==> config.mk <==
export PLATFORM = sky130hd
export DESIGN_NAME = acc_unit
export DESIGN_NICKNAME = d
export VERILOG_FILES = /design/src/rtl/acc_pkg.sv /design/src/rtl/acc_alu.sv /design/src/rtl/acc_unit.sv
export SDC_FILE = /design/constraint.sdc
export NUM_CORES = 1
export LEC_CHECK = 0
export CAP_MARGIN = 15
export CORE_MARGIN = 4
export CORE_UTILIZATION = 35
export DETAILED_ROUTE_END_ITERATION = 8
export PLACE_DENSITY_LB_ADDON = 0.05
export SLEW_MARGIN = 20
export SYNTH_ARGS = -nofsm -noshare
export SYNTH_HDL_FRONTEND = slang
export SYNTH_SLANG_ARGS = --single-unit
==> constraint.sdc <==
create_clock -name clk -period 2.13 [get_ports clk]
set_input_delay 0.639 -clock clk [delete_from_list [all_inputs] [get_ports clk]]
set_output_delay 0.639 -clock clk [all_outputs]
set_load 0.05 [all_outputs]
==> src/rtl/acc_pkg.sv <==
// Shared definitions for the accumulator unit: opcode encodings, FSM states, default width.
package acc_pkg;

    localparam int unsigned WIDTH = 8;

    localparam logic [2:0] OP_NOP = 3'b000;
    localparam logic [2:0] OP_LOAD = 3'b001;
    localparam logic [2:0] OP_ADD = 3'b010;
    localparam logic [2:0] OP_SUB = 3'b011;
    localparam logic [2:0] OP_AND = 3'b100;
    localparam logic [2:0] OP_OR = 3'b101;
    localparam logic [2:0] OP_SHL = 3'b110;
    localparam logic [2:0] OP_SHR = 3'b111;

    typedef enum logic {
        IDLE,
        SHIFT
    } state_e;

endpackage

==> src/rtl/acc_alu.sv <==
// Combinational single-cycle result and carry for NOP/LOAD/ADD/SUB/AND/OR.
module acc_alu #(
    parameter int unsigned WIDTH = acc_pkg::WIDTH
) (
    input  logic [2:0]       op_code,
    input  logic [WIDTH-1:0] a,
    input  logic [WIDTH-1:0] operand,
    input  logic             carry_in,
    output logic [WIDTH-1:0] result,
    output logic             carry_out
);
    import acc_pkg::*;

    logic [WIDTH:0] sum;
    logic [WIDTH:0] diff;

    always_comb begin
        sum = {1'b0, a} + {1'b0, operand};
        // Bit WIDTH of the extended difference is the borrow (operand > a).
        diff = {1'b0, a} - {1'b0, operand};
        result = a;
        carry_out = carry_in;
        case (op_code)
            OP_NOP: begin
                result = a;
                carry_out = carry_in;
            end
            OP_LOAD: begin
                result = operand;
                carry_out = 1'b0;
            end
            OP_ADD: begin
                result = sum[WIDTH-1:0];
                carry_out = sum[WIDTH];
            end
            OP_SUB: begin
                result = diff[WIDTH-1:0];
                carry_out = diff[WIDTH];
            end
            OP_AND: begin
                result = a & operand;
                carry_out = 1'b0;
            end
            OP_OR: begin
                result = a | operand;
                carry_out = 1'b0;
            end
            default: begin
                result = a;
                carry_out = carry_in;
            end
        endcase
    end

endmodule

==> src/rtl/acc_unit.sv <==
// Accumulator with valid/ready op interface; shifts run one bit per clock under a small FSM.
module acc_unit #(
    parameter int unsigned WIDTH = acc_pkg::WIDTH,
    parameter int unsigned SH_BITS = 3
) (
    input  logic             clk,
    input  logic             rst_n,
    input  logic             op_valid,
    output logic             op_ready,
    input  logic [2:0]       op_code,
    input  logic [WIDTH-1:0] operand,
    output logic [WIDTH-1:0] A_out,
    output logic             carry,
    output logic             zero,
    output logic             done
);
    import acc_pkg::*;

    state_e             state_q;
    logic [WIDTH-1:0]   a_q;
    logic               carry_q;
    logic               zero_q;
    logic               done_q;
    logic [SH_BITS-1:0] cnt_q;
    logic               left_q;

    logic [WIDTH-1:0]   alu_result;
    logic               alu_carry;
    logic [WIDTH-1:0]   shifted;
    logic               shift_out;
    logic [SH_BITS-1:0] sh_amt;
    logic               is_shift;

    acc_alu #(
        .WIDTH(WIDTH)
    ) u_alu (
        .op_code  (op_code),
        .a        (a_q),
        .operand  (operand),
        .carry_in (carry_q),
        .result   (alu_result),
        .carry_out(alu_carry)
    );

    always_comb begin
        sh_amt = operand[SH_BITS-1:0];
        is_shift = (op_code == OP_SHL) || (op_code == OP_SHR);
        if (left_q) begin
            shifted = {a_q[WIDTH-2:0], 1'b0};
            shift_out = a_q[WIDTH-1];
        end else begin
            shifted = {1'b0, a_q[WIDTH-1:1]};
            shift_out = a_q[0];
        end
    end

    always_ff @(posedge clk or negedge rst_n) begin
        if (!rst_n) begin
            state_q <= IDLE;
            a_q <= '0;
            carry_q <= 1'b0;
            zero_q <= 1'b1;
            done_q <= 1'b0;
            cnt_q <= '0;
            left_q <= 1'b0;
        end else begin
            done_q <= 1'b0;
            unique case (state_q)
                IDLE: begin
                    if (op_valid) begin
                        if (is_shift && (sh_amt != '0)) begin
                            // A is left untouched on the accept edge; shifting starts next edge.
                            left_q <= (op_code == OP_SHL);
                            cnt_q <= sh_amt;
                            state_q <= SHIFT;
                        end else if (is_shift) begin
                            carry_q <= 1'b0;
                            done_q <= 1'b1;
                        end else begin
                            a_q <= alu_result;
                            carry_q <= alu_carry;
                            zero_q <= (alu_result == '0);
                            done_q <= 1'b1;
                        end
                    end
                end
                SHIFT: begin
                    a_q <= shifted;
                    carry_q <= shift_out;
                    zero_q <= (shifted == '0);
                    cnt_q <= cnt_q - SH_BITS'(1);
                    if (cnt_q == SH_BITS'(1)) begin
                        state_q <= IDLE;
                        done_q <= 1'b1;
                    end
                end
            endcase
        end
    end

    assign op_ready = (state_q == IDLE);
    assign A_out = a_q;
    assign carry = carry_q;
    assign zero = zero_q;
    assign done = done_q;

endmodule

==> results by group <==
Clock tree
  – TritonCTS clock tree: yes
  – Max H-tree Level: 1
  – Clock Tree Root: clkbuf_8
  – CTS clk-pin slew, worst paths: ~70 ps
  – Clock sink count: 16
  – Clock Tree Buf Depth: 2
  – Worst-Skew Late Latency: between 200 and 300 ps
  – Hold_buf cts: 0
  – CTS buffer count: 3

STA
  – Worst Slack Setup Final: -218 ps
  – Max Fclk: 426 MHz
  – RSZ-0062 raised after global routing: true
  – Minimum clock period: between 2000 and 2500 ps
  – Hold Vio Cnt, Final: 0
  – Skew final: around 6.6 ps
  – Slew HR: between 60 and 70%
  – Tightest Pin Transition: 561 ps
  – Max-slew violations: 0
  – Tcrit/Tclk final: 110%
  – TNS Setup: -958 ps
  – Final setup violation count: 7

Global routing
  – GRT Residual Overflow: 0
  – Initial antenna violation count: 0
  – Largest net degree at the start of global routing: 29
  – Grt met3 use: 1.65%
  – Vias in the first global route: roughly 2,400
  – GRT Total Usage: roughly a fifth
  – GRT met1 Usage: between 20% and 30%
  – Global-route wire length before repair: about 12,000 µm
  – Met2 GRT Util: a little over a third
  – Busiest grt layer: met2

Route
  – Post-route ant nets: 0
  – Per-cell routed wire length: ~16 µm
  – Vias post-DR: ~2,500
  – DR iter-0 viols: 100
  – Via density: approximately 5.3
  – Drt total wl: 7600 µm
  – Pre-antenna DRT Iters: 4
  – DRC violations left: 0

Layout
  – Synthesis-to-finish area growth: 70.5%
  – Final nets: about 440
  – Most common cell after layout, fill and taps aside: buf_4
  – Finished Layout Cells: between 400 and 500
  – Leading cell types in the layout, fill and taps excluded: buf_4 (100), a21oi_1 (24), nand2_1 (23), nor2_1 (23), o21ai_0 (18)
  – Finished Cell Area: around 0.0035 mm²
  – Fill cells: 514
  – Share of layout cells above drive strength 1: between 40 and 50%
  – Ant diodes: 0

Floorplanning
  – Die width: between 80 and 90 µm
  – Die Ht: around 85 µm
  – Core Region: 0.00564 mm²
  – I/O Pins: 26
  – Initial Utilization: ~37%
  – # rows: 27
  – Die area: between 0.007 and 0.008 mm²

Setup path
  – Crit path buf inv count: 3
  – Slowest CP cell: a2111oi_2
  – Crit path max-delay family: compound AO/OA/AOI/OAI gates
  – Worst-path maximum fanout: 3
  – Worst Path Required: ~2300 ps
  – Crit path cell chain: buf_6, buf_6, inv_4, ha_4, o21ba_4, o21ba_4, o2bb2ai_4, mux2i_1, o211ai_1, a2111oi_2, a31o_1
  – CP arrival: ~2600 ps
  – CP Class: input port to flop
  – Crit. End Element: flop
  – CP Launch Type: input port
  – Worst reg2reg endpoint: zero
  – Reg2Reg Depth: 8
  – RR Startpoint: A_out[4]
  – FF-to-FF setup slack: -190 ps
  – CP max stage delay: just over 300 ps

Yosys
  – Cell variety after synth: 52
  – Top_reg_cell synth: dfrtp_1
  – Share of synthesized registers carrying an async set or reset: between 90% and 100%
  – YS warnings: 0
  – Synthesized area: 0.00208 mm²
  – Mean Syn Cell Area: ~7.5 µm²
  – Number of synthesized flops with an enable pin: 0
  – Post-Syn Nets: between 300 and 400
  – Mapped Cells: 278
  – Share of the yosys chip area belonging to registers: 19.3%
  – Synthesized flop and latch total: 16

Flow run
  – Max-Cap Viols: 0

Worst hold path
  – Hold crit path type: flop to flop
  – Worst hold path startpoint: cnt_q[0]
  – Hold path depth: 1
  – Hold endpoint: cnt_q[0]

Power and ir drop
  – Total power: between 4 and 5 mW
  – Peak supply drop: a little under 0.0009 V
  – P_leak: between 1.5 and 2 nW
  – P per Cell Area: approximately 1300 mW/mm²

Outcome
  – Failing checks: setup timing
  – Status: complete, but fails checks

Place
  – Port buffer count: 25
  – Placed cell area: approximately 0.0030 mm²
  – DP Cell Count: between 400 and 500
  – Pre-CTS worst setup slack: -985 ps
  – Gp weighted congestion: 0.805
  – Post-detail-place hpwl: between 5000 and 6000 µm
## worst max-delay path by stage
stage          slack, ps       start   end  cells past startpoint
4_1_cts             -330  operand[0]  zero                     10
3_5_place_dp        -990  operand[0]  zero                     10
3_3_place_gp        -940  operand[0]  zero                     10
6_report            -220  operand[1]  zero                     11
5_1_grt             -290  operand[1]  zero                     11
2_1_floorplan       -290  operand[0]  zero                      9
## what timing repair did
item	CTS	global route
setup endpoints to repair	14	14
buffers inserted	9	10
resized for setup	76	28
pin swaps	36	31
## per-layer routing
metal  routed length, µm  up-vias
li1                    -     1220
met2                3810       51
met5                   0        -
met4                  93        0
met1                3470     1171
met3                 226        8
## logic make-up after synthesis
family	count (synthesis)	synth area share (%)
AOI/OAI and AO/OA	100	31.4
and+or+nand+nor	78	17.1
buffers and inverters	41	7.90
adders and majority gates	28	17.6
DFF	16	19.3
xor gates and xnor gates	10	4.22
muxes	5	2.41
## sequential cells by signal (all words and copies together), names as in the netlist
name,flops
cnt_q,3
done,1
state_q,1
left_q,1
zero,1
A_out,8
carry,1
## layout make-up
class | count | area [µm²] | area share [%]
Clock buffer | 4 | 55.1 | 1.56
Inverter | 28 | 115 | 3.25
Multi-Input combinational cell | 221 | 1860 | 52.6
Sequential cell | 16 | 413 | 11.7
Tap cell | 72 | 90.1 | 2.55
Timing Repair Buffer | 124 | 1000 | 28.4
## report_power, final
part	internal (mW)	switching, mW	leakage, nW	total (mW)
combinational	1.76	1.97	1.39	3.73
clock	0.164	0.115	0.0288	0.279
sequential	0.478	0.209	0.183	0.687
## metrics by stage
step | hold slack (ps) | util [%]
3_3_place_gp | 499 | 54.0
4_1_cts | 510 | 59.1
2_1_floorplan | 343 | -
5_1_grt | 521 | 62.7
3_5_place_dp | 505 | 54.0
6_report | 512 | 62.7
## synth_stat cells (all sizes together), types with 5 or more instances
master / count / area share [%]
buf: 9 / 2.1
ha: 26 / 16
a211oi: 6 / 2.2
dfrtp: 15 / 18
xnor2: 6 / 2.5
a21oi: 33 / 8.1
mux2i: 5 / 2.4
o31ai: 7 / 2.5
nand2: 24 / 4.3
o21ai: 24 / 6.0
nor2: 27 / 4.9
inv: 28 / 5.1
No activity file was read; power rests on OpenSTA's default activity.
